<file path="src/rtl/calc_seq_fsm.sv">
// calc_seq_fsm: keypad FIFO, signed operand entry and start/done handshake to the arithmetic unit.
// Optional macro CALC_CHAIN_EN: operator keys in the second operand launch the calculation and chain on.
module calc_seq_fsm #(
  parameter int unsigned WIDTH      = 32,
  parameter int unsigned DIGITS     = 6,
  parameter int unsigned FIFO_DEPTH = 8
) (
  input  logic             sw_clk,
  input  logic             rst,
  input  logic             key_valid,
  input  logic [3:0]       key_code,
  output logic             calc_start,
  input  logic             calc_done,
  input  logic             calc_err,
  input  logic [WIDTH-1:0] calc_ans,
  output logic [WIDTH-1:0] operand1,
  output logic [WIDTH-1:0] operand2,
  output logic [2:0]       operator,
  output logic [WIDTH-1:0] disp_value,
  output logic [2:0]       disp_mode,
  output logic             fifo_ovf
);
  localparam int unsigned PW    = $clog2(FIFO_DEPTH);
  localparam int unsigned CNT_W = PW + 1;
  localparam int unsigned CW    = $clog2(DIGITS + 1);

  localparam logic [2:0] OP_EQU   = 3'd0;
  localparam logic [2:0] OP_TIMES = 3'd1;
  localparam logic [2:0] OP_DIV   = 3'd2;
  localparam logic [2:0] OP_PLUS  = 3'd3;
  localparam logic [2:0] OP_MINUS = 3'd4;
  localparam logic [2:0] OP_MOD   = 3'd5;

  typedef enum logic [2:0] {
    S_IDLE, S_OPND1, S_OPND2, S_OPR, S_CALC, S_RESULT, S_ERROR
  } state_t;

  state_t            state;
  logic [3:0]        fifo_mem [FIFO_DEPTH];
  logic [PW-1:0]     wr_ptr, rd_ptr;
  logic [CNT_W-1:0]  fifo_cnt;
  logic              full, push, pop, has_key;
  logic [3:0]        head;
  logic              is_digit, k_a, k_b, k_c, k_d, k_e, k_f, chain_key_c;
  logic [WIDTH-1:0]  mag, ans, x_c, mag_dig_c;
  logic              sign, locked;
  logic [CW-1:0]     cnt, lim_c;
`ifdef CALC_CHAIN_EN
  logic              chain;
`endif

  assign full     = (fifo_cnt == CNT_W'(FIFO_DEPTH));
  assign has_key  = (fifo_cnt != '0);
  assign push     = key_valid && (!full || pop);
  assign head     = fifo_mem[rd_ptr];
  assign is_digit = (head <= 4'd9);
  assign k_a      = (head == 4'hA);
  assign k_b      = (head == 4'hB);
  assign k_c      = (head == 4'hC);
  assign k_d      = (head == 4'hD);
  assign k_e      = (head == 4'hE);
  assign k_f      = (head == 4'hF);
  assign chain_key_c = k_a || k_b || (k_c && (cnt != '0));

  // Signed view of the operand being entered; a negative entry has one digit less
  assign x_c       = sign ? -mag : mag;
  assign lim_c     = sign ? CW'(DIGITS - 1) : CW'(DIGITS);
  assign mag_dig_c = (mag << 3) + (mag << 1) + WIDTH'(head);

  // Pop decision: keys that trigger a state change without being consumed stay at the head
  always_comb begin
    pop = 1'b0;
    if (has_key) begin
      case (state)
        S_OPND1:  pop = !chain_key_c;
`ifdef CALC_CHAIN_EN
        S_OPND2:  pop = !chain_key_c;
`else
        S_OPND2:  pop = 1'b1;
`endif
        S_OPR:    pop = !(is_digit || k_e);
        S_RESULT: pop = k_f || k_d;
        S_ERROR:  pop = 1'b1;
        default:  pop = 1'b0;
      endcase
    end
  end

  // Key FIFO; a push into a full FIFO succeeds only when the head leaves the same cycle
  always_ff @(posedge sw_clk or negedge rst) begin
    if (!rst) begin
      wr_ptr   <= '0;
      rd_ptr   <= '0;
      fifo_cnt <= '0;
      fifo_ovf <= 1'b0;
      for (int unsigned i = 0; i < FIFO_DEPTH; i++) fifo_mem[PW'(i)] <= '0;
    end else begin
      if (push) begin
        fifo_mem[wr_ptr] <= key_code;
        wr_ptr           <= wr_ptr + PW'(1);
      end
      if (pop) rd_ptr <= rd_ptr + PW'(1);
      if (push && !pop)      fifo_cnt <= fifo_cnt + CNT_W'(1);
      else if (pop && !push) fifo_cnt <= fifo_cnt - CNT_W'(1);
      if (key_valid && !push) fifo_ovf <= 1'b1;
    end
  end

  always_ff @(posedge sw_clk or negedge rst) begin
    if (!rst) begin
      state      <= S_IDLE;
      calc_start <= 1'b0;
      operand1   <= '0;
      operand2   <= '0;
      operator   <= OP_EQU;
      disp_value <= '0;
      disp_mode  <= 3'd4;
      mag        <= '0;
      ans        <= '0;
      sign       <= 1'b0;
      locked     <= 1'b0;
      cnt        <= '0;
`ifdef CALC_CHAIN_EN
      chain      <= 1'b0;
`endif
    end else begin
      calc_start <= 1'b0;
      case (state)
        S_IDLE: begin
          disp_mode  <= 3'd4;
          disp_value <= '0;
          if (has_key) begin
            operand1  <= '0;
            operand2  <= '0;
            operator  <= OP_EQU;
            mag       <= '0;
            sign      <= 1'b0;
            locked    <= 1'b0;
            cnt       <= '0;
            disp_mode <= 3'd0;
            state     <= S_OPND1;
          end
        end

        S_OPND1, S_OPND2: begin
          if (state == S_OPND1) operand1 <= x_c;
          else                  operand2 <= x_c;
          disp_value <= x_c;
          disp_mode  <= locked ? 3'd2 : 3'd0;
          if (has_key) begin
            if (is_digit) begin
              if (!locked && (cnt < lim_c)) begin
                mag <= mag_dig_c;
                cnt <= cnt + CW'(1);
              end
            end else if (k_c && (cnt == '0)) begin
              sign <= !sign;
            end else if (k_e) begin
              mag       <= ans;
              locked    <= 1'b1;
              disp_mode <= 3'd2;
            end else if (k_d) begin
              mag    <= '0;
              sign   <= 1'b0;
              cnt    <= '0;
              locked <= 1'b0;
            end else if (k_f) begin
              if (state == S_OPND1) begin
                ans   <= x_c;
                state <= S_RESULT;
              end else begin
                calc_start <= 1'b1;
                state      <= S_CALC;
              end
            end else if (state == S_OPND1) begin
              operator <= OP_EQU;
              state    <= S_OPR;
            end else begin
`ifdef CALC_CHAIN_EN
              chain      <= 1'b1;
              calc_start <= 1'b1;
              state      <= S_CALC;
`endif
            end
          end
        end

        S_OPR: begin
          disp_mode  <= 3'd1;
          disp_value <= WIDTH'(operator);
          if (has_key) begin
            if (k_a)      operator <= (operator == OP_DIV) ? OP_MOD : OP_DIV;
            else if (k_b) operator <= OP_TIMES;
            else if (k_c) operator <= (operator == OP_PLUS) ? OP_MINUS : OP_PLUS;
            else if (is_digit || k_e) begin
              mag    <= '0;
              sign   <= 1'b0;
              cnt    <= '0;
              locked <= 1'b0;
              state  <= S_OPND2;
            end
          end
        end

        S_CALC: begin
          if (calc_done) begin
            if (calc_err) begin
              state <= S_ERROR;
            end else begin
              ans   <= calc_ans;
              state <= S_RESULT;
`ifdef CALC_CHAIN_EN
              if (chain) begin
                operand1 <= calc_ans;
                operator <= OP_EQU;
                state    <= S_OPR;
              end
`endif
            end
`ifdef CALC_CHAIN_EN
            chain <= 1'b0;
`endif
          end
        end

        S_RESULT: begin
          disp_value <= ans;
          disp_mode  <= 3'd0;
          if (has_key) begin
            if (is_digit || k_c || k_e || k_d) begin
              state <= S_IDLE;
            end else if (k_a || k_b) begin
              operand1 <= ans;
              operator <= OP_EQU;
              state    <= S_OPR;
            end
          end
        end

        S_ERROR: begin
          disp_mode <= 3'd3;
          if (has_key && k_d) state <= S_IDLE;
        end

        default: state <= S_IDLE;
      endcase
    end
  end

endmodule

</file>
<file path="config.mk">
export PLATFORM = sky130hd
export DESIGN_NAME = calc_seq_fsm
export DESIGN_NICKNAME = d
export VERILOG_FILES = /design/src/rtl/calc_seq_fsm.sv
export SDC_FILE = /design/constraint.sdc
export NUM_CORES = 1
export LEC_CHECK = 0
export BUFFER_PORTS_ARGS = -buffer_cell sky130_fd_sc_hd__buf_2
export CORE_ASPECT_RATIO = 1.4
export CORE_MARGIN = 2
export CORE_UTILIZATION = 54
export CTS_CLUSTER_SIZE = 25
export DETAILED_ROUTE_END_ITERATION = 12
export PLACE_DENSITY = 0.82
export SYNTH_ARGS = -nofsm -noshare
export SYNTH_HDL_FRONTEND = slang
export SYNTH_SLANG_ARGS = --single-unit
</file>
<file path="constraint.sdc">
create_clock -name sw_clk -period 3.6 [get_ports sw_clk]
set_input_delay 0.18 -clock sw_clk [delete_from_list [all_inputs] [get_ports sw_clk]]
set_output_delay 0.18 -clock sw_clk [all_outputs]
set_load 0.05 [all_outputs]
</file>
# --- After elaboration in Yosys (flattened, before gate mapping) ---
# Cells that the tools add are included.
# Widths: inputs -> output; s select.
word_totals:
  register_bits: 218
  out_inout_bits: 104
classes:
  n_addsub: 8
  n_eq_ne: 47
  order_cmp: 5
  muxes: 125
  n_reduce_logical: 46
  bitwise: 2
ops:
  columns: ["op", "count"]
  rows:
  - ["$mux 32", 26]
  - ["$pmux 32 s3", 2]
  - ["$mux 3", 47]
  - ["$pmux 32 s2", 2]
  - ["$pmux 32 s4", 1]
  - ["$ne 2x2->1 const B", 21]
  - ["$reduce_and 11->1", 3]
  - ["$add 32x32->32", 1]
  - ["$add 32x4->32", 1]
  - ["$bwmux 32", 1]
  - ["$neg 32->32", 1]
  - ["$eq 4x4->1 const B", 7]
  - ["$ne 3x3->1 const B", 9]
  - ["$mux 1", 25]
  - ["$mux 4", 5]
  - ["$pmux 3 s6", 1]
  - ["$reduce_and 16->1", 1]
  - ["$pmux 3 s5", 1]
  - ["$mux 2", 7]
  - ["$reduce_and 14->1", 1]
  - ["$bmux 4 s3", 1]
  - ["$demux 4 s3", 1]
  - ["$eq 3x2->1 const B", 4]
  - ["$pmux 3 s4", 1]
  - ["27 further kinds", 63]

# --- Longest topological paths before layout ---
# Gate-level depths: netlist (run 1).
logic_depth:
  word_depth: 16
  mapped_depth: 20
  ltp_nobuf: 17

# --- Worst setup path after synthesis (run 1) ---
# Ideal clock, no wire load.
synth_path:
  path_kind: "flip-flop to flip-flop"
  startpoint: "reg rd_ptr[1]"
  endpoint: "reg mag[24]"
  path_slack_ns: -0.400
  period_less_slack_ns: 4.000
  arrival_time_ns: 3.871
  path_stages_with_launch: 16
  path_cell_list: "dfrtp_1 -> buf_6 -> mux4_1 -> mux2i_2 -> buf_6 -> inv_2 -> fa_1 -> fa_1 -> a211oi_1 -> o21ai_0 -> o211ai_1 -> nand2_1 -> a211o_1 -> o211ai_1 -> nor3_1 -> o41a_1"
synth_via:
  elab_chain_len: 10
  elab_cells_between_ends: 27
  cone_classes: "1 x add/sub; 1 x order compare; 12 x eq/ne; 9 x mux; 1 x bitwise; 3 x reduce/logical"
synth_rtl:
  columns: ["element", "line_no", "rtl"]
  rows:
  - ["start, declared", "40", "logic [PW-1:0] wr_ptr, rd_ptr;"]
  - ["start signal, assigned", "102", "if (pop) rd_ptr <= rd_ptr + PW'(1);"]
  - ["$not 3->4 (implied by the code) (*)", "55", "assign head = fifo_mem[rd_ptr];"]
  - ["$bmux 4 s3 (*)", "55", null]
  - ["$mux 4 (implied by the code) (*) (2 in a row)", "55", null]
  - ["branches (longest 6 deep; another with $add 32x4->32)", null, null]
  - ["end signal, assigned", "153", "mag <= mag_dig_c;"]
  - ["end signal, assigned", "159", "mag <= ans;"]
  - ["end, declared", "45", "logic [WIDTH-1:0] mag, ans, x_c, mag_dig_c;"]
# Every way passes the cells marked *. The select of a mux whose other input is x is not followed.
# A chain may end at the register's enable or synchronous reset.

# --- Worst setup path after layout (run 1) ---
layout_path:
  startpoint: "reg rd_ptr[1]"
  endpoint: "reg mag[29]"
# Same word-level chain as after synthesis.

==> results of run 1 <==
report_power, final:
part	leakage, uW	switching (uW)	internal (uW)
logic	0.00422	6350	3510
registers	0.00289	704	3240
clock network	0.000371	1050	1390
synthesized netlist by cell type, types with 4 or more instances:
master / number
dfrtp_1: 217
nand2_1: 198
o21ai_0: 140
nor2_1: 96
a21oi_1: 70
ha_1: 67
clkbuf_1: 45
mux2i_1: 44
xnor2_1: 36
a31oi_1: 33
o31ai_1: 29
xor2_1: 26
nor3_1: 24
nand3_1: 22
a22oi_1: 21
mux2_1: 21
mux2_2: 18
a21o_1: 17
nand2b_1: 16
inv_1: 15
buf_2: 14
a211oi_1: 10
and3_1: 9
nand4_1: 9
or3_1: 9
mux4_1: 8
o21ai_1: 8
buf_1: 7
nor4_1: 7
o211ai_1: 6
o21a_1: 5
or4_1: 5
a221o_1: 4
a22o_1: 4
buf_4: 4
o22ai_1: 4
worst register-to-register path: stages (launching register included):
cell	delay (ns)
dfrtp_1	0.39
buf_12	0.13
mux4_2	0.53
mux2i_4	0.23
inv_6	0.04
fa_2	0.57
ha_4	0.22
a211oi_2	0.20
nor2_2	0.08
o311ai_4	0.31
a31oi_4	0.17
a211oi_4	0.32
mux2i_1	0.22
a21oi_1	0.08
o31ai_1	0.18
repair_timing:
item / in CTS / in global routing
buffers inserted: 13 / 6
hold buffers: 27 / 0
endpoints found under the setup margin: 25 / 27
resized for setup: 37 / 43
endpoints found under the hold margin: 138 / 0
pin swaps: 18 / 33
metrics by stage:
stage / hold slack (ns) / utilization [%] / setup WS (ns)
after detailed placement: 0.289 / 61.1 / -0.326
after floorplan: -0.116 / - / -0.167
final: -0.00119 / 67.5 / -0.162
after global routing: 0.00115 / 67.5 / -0.328
after CTS: 0.000442 / 66.6 / -0.185
after global placement: 0.288 / 61.1 / -0.222
state kept, by name, summed over array words and instances, names as in the netlist, 4 cells and up:
name        cells
ans            32
disp_value     32
fifo_cnt        4
fifo_mem       32
mag            32
operand1       32
operand2       32
metal layers:
metal / vias to the layer above / part of all wire [%] / GRT usage (%)
met2: 550 / 52 / 56.8
met5: - / 0.035 / 0
li1: 5287 / - / -
met4: 2 / 6.1 / 18.1
met3: 170 / 6.1 / 4.23
met1: 5674 / 36 / 36.0
cell type report:
type | instances | area [um^2]
fillers | 1762 | 7570
clock buffers | 29 | 628
flip-flops and latches | 218 | 5460
repair buffers | 253 | 1680
multi-input cells | 1032 | 7360
inverters | 19 | 76.3
clock inverters | 12 | 136
well taps | 306 | 383
final timing paths:
check / from / end / slack [ns]
min in group asynchronous: rst / mag[12] / 0.30
max in group asynchronous: rst / ans[12] / 2.32
worst min-delay path: calc_ans[26] / ans[26] / -0.001
worst min register to register: fifo_ovf / fifo_ovf / 0.46
worst max register to register: rd_ptr[1] / mag[29] / -0.16
worst max-delay path: rd_ptr[1] / mag[29] / -0.16
logic make-up (layout without fill, tap and decap cells):
family	Yosys count	count (layout)	synth area share, %
adders and majority gates	71	71	7.10
DFF	218	218	42.6
AOI/OAI and AO/OA	388	388	18.7
muxes	93	93	8.80
xor gates and xnor gates	62	62	4.24
and+or+nand+nor	418	418	15.3
buffers and inverters	93	313	3.17
cells in the final DEF, fill, tap and decap left out, types with 24 or more instances in the layout:
cell type / n
dfrtp_1: 217
nand2_1: 197
buf_2: 143
o21ai_0: 123
nor2_1: 90
buf_4: 71
a21oi_1: 61
ha_1: 60
mux2i_1: 42
xnor2_1: 31
a31oi_1: 29
o31ai_1: 28
dlygate4sd3_1: 27
nor3_1: 24
xor2_1: 24
==> flow_metrics.tcl, run 1 <==
set metrics [dict create \
    cp.arrival_ns 4.20 \
    max_stage_delay_ns 0.57 \
    dieWidth_um 134 \
    p_leak_uw 0.00748 \
    hold_ws_ns -0.00119 \
    worst-path-buf-inv 2 \
    htree_levels 1 \
    grt_pass1_vias 11800 \
    io_pins 145 \
    worstSetupPathType "reg -> reg" \
    area_delta_synth_final_pct 22.8 \
    drc 0 \
    cts_tree "done" \
    syn-cell-area_um2 12800 \
    syn_inst 1343 \
    layout-drive-gt1-share_pct 23.9 \
    dieArea_um2 25000 \
    dp_hpwl_um 28400 \
    slew_violations 0 \
    placed_cell_area_um2 14200 \
    async_reset_ff_share_pct 100 \
    hold_class "in -> reg" \
    relSlewSlack_pct 23.3 \
    grt_pass1_wl_um 62200 \
    rsz0062_at_grt "true" \
    fin_ws_ns -0.162 \
    first_pass_iters 5 \
    synth.avg_cell_area_um2 9.53 \
    wire_per_inst_um 21.7 \
    crit_path_max_fanout 5 \
    status "complete, but fails checks" \
    setup_violations 21 \
    ys.flop_type "dfrtp_1" \
    n_antenna_cell 0 \
    syn_nets 1454 \
    clock.fmax_ghz 0.266 \
    crit_path_end_kind "register" \
    grt.total_usage_pct 31.5 \
    cp.depth 14 \
    synth_top_area_share_pct 42.4 \
    start_kind "register" \
    initial_utilization_pct 55.0 \
    drtAntennaViolNets 0 \
    final_nets 1658 \
    fin_crit_sh_pct 105 \
    cts_buffers 23 \
    dr.first_iter.drc_count 919 \
    grt-ovfl-total 0 \
    fin_setup_tns_ns -1.60 \
    power_density_nw_per_um2 1030 \
    crit_required_ns 4.04 \
    cp_top_family "compound AO/OA/AOI/OAI gates" \
    synth_area_leader_cell "dfrtp_1" \
    peakVddDrop_uv 997 \
    holdPathStages 3 \
    critPathSlowestCell "fa_2" \
    grt_max_degree 109 \
    synth_edf_count 0 \
    viasPerCell 6.25 \
    synthTopCellsByArea "dfrtp_1 (42%), ha_1 (6.5%), nand2_1 (5.8%), o21ai_0 (5.5%), mux2i_1 (3.4%)" \
    yosys_warnings 0 \
    fp.dieH_um 186 \
    fp-row-count 66 \
    clock_sinks 218 \
    final_hold_viol_count 1 \
    yosysSeqAreaShare_pct 42.6 \
    fin_area_um2 15700 \
    synth_cell_types 84 \
    vias 11700 \
    core_area_um2 23300 \
    cap_violations 0 \
    synth_seq_cells 218 \
    fin_total_pwr_uw 16300 \
    cts-root-buf "clkbuf_16" \
    failed_checks "hold timing, setup timing" \
    clk_latency_ns 0.54 \
    clk_pin_slew_worst_paths_ns 0.07 \
    layoutNonFillerInstCount 1869 \
    r2r_cells 14 \
    routed_wl_um 40500 \
    antenna_found_initial 1 \
    cp_cell_sequence "buf_12 -> mux4_2 -> mux2i_4 -> inv_6 -> fa_2 -> ha_4 -> a211oi_2 -> nor2_2 -> o311ai_4 -> a31oi_4 -> a211oi_4 -> mux2i_1 -> a21oi_1 -> o31ai_1" \
    portBuffers 144 \
    worstMarginPinSlew_ns 1.15 \
    fin_crit_ns 3.76 \
    post-place-cells 1786 \
    place_congestion 0.938 \
    cts.path.max_buffers 3 \
    clock_skew_ns 0.0298 \
]
(Power assumes the default switching activity.)
==> run 2: changes to the inputs <==
--- a/config.mk
+++ b/config.mk
@@ -6,7 +6,7 @@
 export NUM_CORES = 1
 export LEC_CHECK = 0
 export BUFFER_PORTS_ARGS = -buffer_cell sky130_fd_sc_hd__buf_2
-export CORE_ASPECT_RATIO = 1.4
+export CORE_ASPECT_RATIO = 0.75
 export CORE_MARGIN = 2
 export CORE_UTILIZATION = 54
 export CTS_CLUSTER_SIZE = 25
==> run 2 against run 1 <==
  * The run still ends with hold timing, setup timing left
  * First-iteration DRC count rose by 44%
  * Total power rose by 0.48%
  * Utilization barely moved
  * Routed wire length fell by 1.0%
  * Global-route usage fell by 0.078 points
  * Final cell count fell by 0.37%
  * Combinational power rose by 0.9%
  * Sequential share of layout area rose by 0.26 points
  * Count of clock-buffer cells in the layout fell by 2
  * Clock skew fell by 0.0052 ns
  * Critical path type unchanged
==> flow_metrics.tcl, run 2 (synthesized netlist as in run 1, its figures left out) <==
set metrics [dict create \
    intPower_uw 8170 \
    drtAntennaViolNets 0 \
    cts-root-buf "clkbuf_16" \
    p_leak_uw 0.00748 \
    clock_power_share_pct 14.7 \
    hold_class "in -> reg" \
    seqCellArea_um2 5460 \
    final_hold_viol_count 1 \
    nFillCells 1694 \
    worstMarginPinSlew_ns 1.16 \
    dr.first_iter.drc_count 1324 \
    grt.total_usage_pct 31.5 \
    cp_cell_sequence "buf_6 -> mux4_2 -> mux2i_4 -> buf_4 -> buf_4 -> buf_6 -> o41ai_4 -> a221o_1 -> o211ai_2 -> or2_1 -> nand2_2 -> inv_2 -> ha_4 -> inv_2 -> ha_1 -> a21o_1 -> a21oi_2 -> xnor2_1 -> nor2_1 -> xor2_1" \
    cts_tree "done" \
    cp_top_family "compound AO/OA/AOI/OAI gates" \
    slew_violations 0 \
    clock_sinks 218 \
    grt_pass1_vias 11100 \
    portBuffers 144 \
    clock_skew_ns 0.0245 \
    fin_crit_ns 3.86 \
    io_pins 145 \
    antenna_found_initial 1 \
    dpl_worst_slack_ns -0.259 \
    clock.fmax_ghz 0.259 \
    n_antenna_cell 0 \
    power_density_nw_per_um2 1050 \
    grt_pass1_wl_um 61900 \
    post-place-cells 1780 \
    relSlewSlack_pct 21.8 \
    p_sw_uw 8160 \
    comb_power_share_pct 60.9 \
    first_pass_iters 6 \
    layoutNonFillerInstCount 1862 \
    placed_cell_area_um2 14200 \
    crit_path_max_fanout 10 \
    peakVddDrop_uv 590 \
    dp_hpwl_um 28100 \
    hold_ws_ns -0.00113 \
    final_nets 1660 \
    layout_common_cells "dfrtp_1 (217), nand2_1 (197), buf_2 (143)" \
    multi_input_area_um2 7300 \
    wire_per_inst_um 21.5 \
    start_kind "register" \
    drc 0 \
    core_area_um2 23100 \
    reg2reg_from "rd_ptr[1]" \
    cp.depth 20 \
    cts_buffers 23 \
    routed_wl_um 40100 \
    final_common_cell "dfrtp_1" \
    fin_crit_sh_pct 107 \
    vias 11800 \
    fin_ws_ns -0.257 \
    status "complete, but fails checks" \
    swShare_pct 50.0 \
    worstHoldStart "calc_ans[23]" \
    place_congestion 0.922 \
    critPathSlowestCell "mux4_2" \
    clk_pin_slew_worst_paths_ns 0.07 \
    grt_max_degree 80 \
    htree_levels 1 \
    r2r_cells 20 \
    viasPerCell 6.35 \
    crit_required_ns 4.01 \
    rsz0062_at_grt "true" \
    worstSetupPathType "reg -> reg" \
    setup_violations 18 \
    dieWidth_um 182 \
    cap_violations 0 \
    worst-path-buf-inv 6 \
    rrSetupSlack_ns -0.26 \
    pwr-share-seq_pct 24.4 \
    holdPathStages 3 \
    failed_checks "hold timing, setup timing" \
    critPathLaunch "rd_ptr[1]" \
    layout-drive-gt1-share_pct 23.8 \
    fin_area_um2 15600 \
    fp.dieH_um 137 \
    cts.path.max_buffers 3 \
    final_util_pct 67.5 \
    initial_utilization_pct 55.4 \
    crit_path_end_kind "register" \
    grt-ovfl-total 0 \
    max_stage_delay_ns 0.53 \
    fp-row-count 48 \
    dieArea_um2 25000 \
    area_delta_synth_final_pct 21.9 \
    cp.arrival_ns 4.27 \
    clk_latency_ns 0.54 \
]
==> run 2: area by class of cell <==
type,instances,share of cell area [%]
Timing Repair Buffer,254,10.6
Clock buffer,27,3.85
Tap cell,300,2.41
Sequential cell,218,35.0
Clock inverter,11,0.858
Multi-Input combinational cell,1033,46.8
Inverter,19,0.489
==> run 2: metrics by stage <==
step / power, uW / setup TNS (ns)
finish: 16300 / -1.64
global route: 17200 / -5.26
CTS: 15700 / -1.23
detailed placement: 13000 / -3.59
global placement: 12700 / -0.914
floorplan: 10200 / -0.759
==> run 2: per-layer routing <==
metal	vias to the layer above	routed length, um	GRT usage [%]
met2	694	17500	47.8
met3	100	4440	7.77
met4	2	1140	9.71
met5	-	10	0
li1	5308	-	-
met1	5720	16900	44.7
==> run 2: timing repair <==
| item | in CTS | in global routing |
|---|---|---|
| pin swaps | 13 | 28 |
| setup buffers | 11 | 10 |
| gates resized for setup | 26 | 38 |
| endpoints found under the hold margin | 111 | 0 |
| endpoints found under the setup margin | 25 | 34 |
| hold buffers | 24 | 0 |
| cloned | 0 | 1 |
==> run 2: worst paths after layout <==
| path | endpoint |
|---|---|
| worst min-delay path | ans[23] |
| worst max-delay path | fifo_cnt[3] |
| worst min register to register | fifo_ovf |
| min in group asynchronous | operand2[28] |
| worst max register to register | fifo_cnt[3] |
| max in group asynchronous | operand2[15] |
==> run 2: worst register-to-register path, cell delays in order (launching register included) <==
cell and delay [ns]:
dfrtp_1 0.39, buf_6 0.13, mux4_2 0.53, mux2i_4 0.22, buf_4 0.15, buf_4 0.10, buf_6 0.14, o41ai_4 0.09
a221o_1 0.38, o211ai_2 0.09, or2_1 0.18, nand2_2 0.09, inv_2 0.07, ha_4 0.12, inv_2 0.04, ha_1 0.27
a21o_1 0.20, a21oi_2 0.15, xnor2_1 0.17, nor2_1 0.10, xor2_1 0.15
==> run 2: power by group through the flow <==
stage               sequential (uW)  clock [uW]  combinational [uW]
finish                         3980        2390                9950
global route                   4060        2500               10600
CTS                            3950        2390                9410
detailed placement             3970           0                9060
global placement               3930           0                8770
floorplan                      5010           0                5240
==> run 3: changes to the inputs <==
--- a/config.mk
+++ b/config.mk
@@ -8,10 +8,11 @@
 export BUFFER_PORTS_ARGS = -buffer_cell sky130_fd_sc_hd__buf_2
 export CORE_ASPECT_RATIO = 0.75
 export CORE_MARGIN = 2
-export CORE_UTILIZATION = 54
+export CORE_UTILIZATION = 55
 export CTS_CLUSTER_SIZE = 25
 export DETAILED_ROUTE_END_ITERATION = 12
-export PLACE_DENSITY = 0.82
+export PLACE_DENSITY = 0.85
+export SKIP_CTS_REPAIR_TIMING = 1
 export SYNTH_ARGS = -nofsm -noshare
 export SYNTH_HDL_FRONTEND = slang
 export SYNTH_SLANG_ARGS = --single-unit
==> constraint.sdc (replaced) <==
create_clock -name sw_clk -period 4.1 [get_ports sw_clk]
set_input_delay 0.205 -clock sw_clk [delete_from_list [all_inputs] [get_ports sw_clk]]
set_output_delay 0.205 -clock sw_clk [all_outputs]
set_load 0.05 [all_outputs]
==> run 3 against run 2 <==
  * Final area is 5.3% lower
  * Worst hold slack worse by 0.041 ns
  * The run ends with hold timing left
  * Clock power is 12% lower
  * Via count decreased by 2.4%
  * Critical endpoint unchanged
  * Critical path depth shrank 3
  * Flip-flop and latch count unchanged
  * Total power decreased by 18%
  * Utilization fell by 3.1 points
  * Sequential power fell by 12%
  * Count of clock-buffer cells in the layout up 3
  * Register-to-register slack improved by 0.39 ns
  * Global-route usage is 0.74 points lower
==> flow_metrics.tcl, run 3 (synthesized netlist as in run 1, its figures left out) <==
set metrics [dict create \
    cts.path.max_buffers 3 \
    cts_buffers 22 \
    hold_class "in -> reg" \
    fin_crit_ns 3.97 \
    place_congestion 0.920 \
    clock_sinks 218 \
    cap_violations 0 \
    layoutNonFillerInstCount 1792 \
    r2r-end "fifo_cnt[3]" \
    rsz0062_at_grt "true" \
    start_kind "register" \
    drc 0 \
    cp_top_family "compound AO/OA/AOI/OAI gates" \
    wire_per_inst_um 21.0 \
    final_hold_viol_count 17 \
    endpoint "fifo_cnt[3]" \
    dr.first_iter.drc_count 1382 \
    r2r_cells 17 \
    worstMarginPinSlew_ns 1.15 \
    viasPerCell 6.44 \
    slew_violations 0 \
    first_pass_iters 5 \
    clock_skew_ns 0.0193 \
    grt-ovfl-total 0 \
    max_stage_delay_ns 0.61 \
    grt.total_usage_pct 30.7 \
    core_area_um2 22900 \
    status "complete, but fails checks" \
    layout-drive-gt1-share_pct 18.9 \
    relSlewSlack_pct 23.2 \
    reg2reg_from "rd_ptr[1]" \
    layout_common_cells "dfrtp_1 (216), nand2_1 (198), buf_2 (143)" \
    routed_wl_um 37700 \
    dp_hpwl_um 27100 \
    clk_pin_slew_worst_paths_ns 0.06 \
    critPathLaunch "rd_ptr[1]" \
    post-place-cells 1749 \
    grt_pass1_wl_um 60100 \
    power_density_nw_per_um2 904 \
    fp-row-count 48 \
    dieWidth_um 180 \
    peakVddDrop_uv 551 \
    drtAntennaViolNets 0 \
    cts_tree "done" \
    io_pins 145 \
    worstSetupPathType "reg -> reg" \
    rrSetupSlack_ns 0.13 \
    cts-root-buf "clkbuf_16" \
    hold_ws_ns -0.0419 \
    grt_max_degree 147 \
    fin_crit_sh_pct 96.8 \
    portBuffers 144 \
    p_leak_uw 0.00711 \
    final_common_cell "dfrtp_1" \
    crit_path_max_fanout 7 \
    crit_required_ns 4.51 \
    worst-path-buf-inv 3 \
    crit_top_cell "inv_1" \
    cp_cell_sequence "mux4_1 -> mux2i_2 -> inv_1 -> o41ai_2 -> a221o_1 -> o211ai_2 -> or2_1 -> nand2_1 -> inv_1 -> ha_1 -> inv_1 -> ha_1 -> a21o_1 -> a21oi_1 -> xnor2_1 -> nor2_1 -> xor2_1" \
    failed_checks "hold timing" \
    setup_violations 0 \
    area_delta_synth_final_pct 15.5 \
    cp.depth 17 \
    grt_pass1_vias 11100 \
    final_nets 1588 \
    crit_path_end_kind "register" \
    dieArea_um2 24500 \
    cp.arrival_ns 4.37 \
    initial_utilization_pct 55.8 \
    critPathSlowestCell "mux4_1" \
    clk_latency_ns 0.53 \
    antenna_found_initial 1 \
    vias 11500 \
    fp.dieH_um 136 \
    clock.fmax_ghz 0.252 \
    htree_levels 1 \
]
-- run 3: cell type report --
cell class	count	area [um^2]
inverters	19	71.3
flip-flops and latches	218	5460
well taps	300	375
diodes	1	2.50
fillers	1768	8160
clock inverters	8	115
multi-input cells	1032	7050
clock buffers	30	641
repair buffers	184	1060
-- run 3: worst reg2reg max path, delay by kind of cell (launching register included) --
family | cells | cell delay [ns]
multiplexers | 2 | 0.86
AND/OR/NAND/NOR | 3 | 0.48
adder cells (fa/ha/maj) | 2 | 0.45
XOR/XNOR | 2 | 0.28
AO/OA/AOI/OAI | 5 | 1.01
flip-flops | 1 | 0.47
buffers and inverters | 3 | 0.32
-- run 3: stage by stage --
| step | worst slack [ns] | TNS, ns | util (%) | power, uW | cell area (um^2) |
|---|---|---|---|---|---|
| after floorplan | 0.0999 | 0 | - | 8910 | 12800 |
| after global placement | 0.111 | 0 | 60.7 | 10700 | 13900 |
| after detailed placement | -0.00879 | -0.00879 | 60.7 | 11000 | 13900 |
| after CTS | -0.0232 | -0.0365 | 64.0 | 13200 | 14700 |
| after global routing | -0.0866 | -0.239 | 64.4 | 14100 | 14800 |
| final | 0.132 | 0 | 64.4 | 13400 | 14800 |
-- run 3: how the worst min path moves through the flow --
stage / endpoint / slack [ns] / start / cells after the start
3_3_place_gp: operand2[30] / 0.44 / rst / 1
4_1_cts: operand2[30] / -0.11 / rst / 1
6_report: ans[19] / -0.04 / calc_ans[19] / 3
3_5_place_dp: operand2[30] / 0.44 / rst / 1
2_1_floorplan: ans[0] / -0.09 / rst / 0
5_1_grt: ans[16] / -0.004 / calc_ans[16] / 3
-- run 3: routing by layer --
metal  vias to the layer above  global-route usage, %  routed length, um
met3                       101                   6.75               4030
li1                       5154                      -                  -
met2                       693                   46.4              16500
met5                         -                      0                  0
met1                      5590                   43.7              16000
met4                         0                   11.2               1220
-- run 3: where the power goes --
part	internal [uW]	total (uW)	switching (uW)
Clock	1220	2110	882
Combinational	2540	7740	5190
Sequential	2850	3510	667
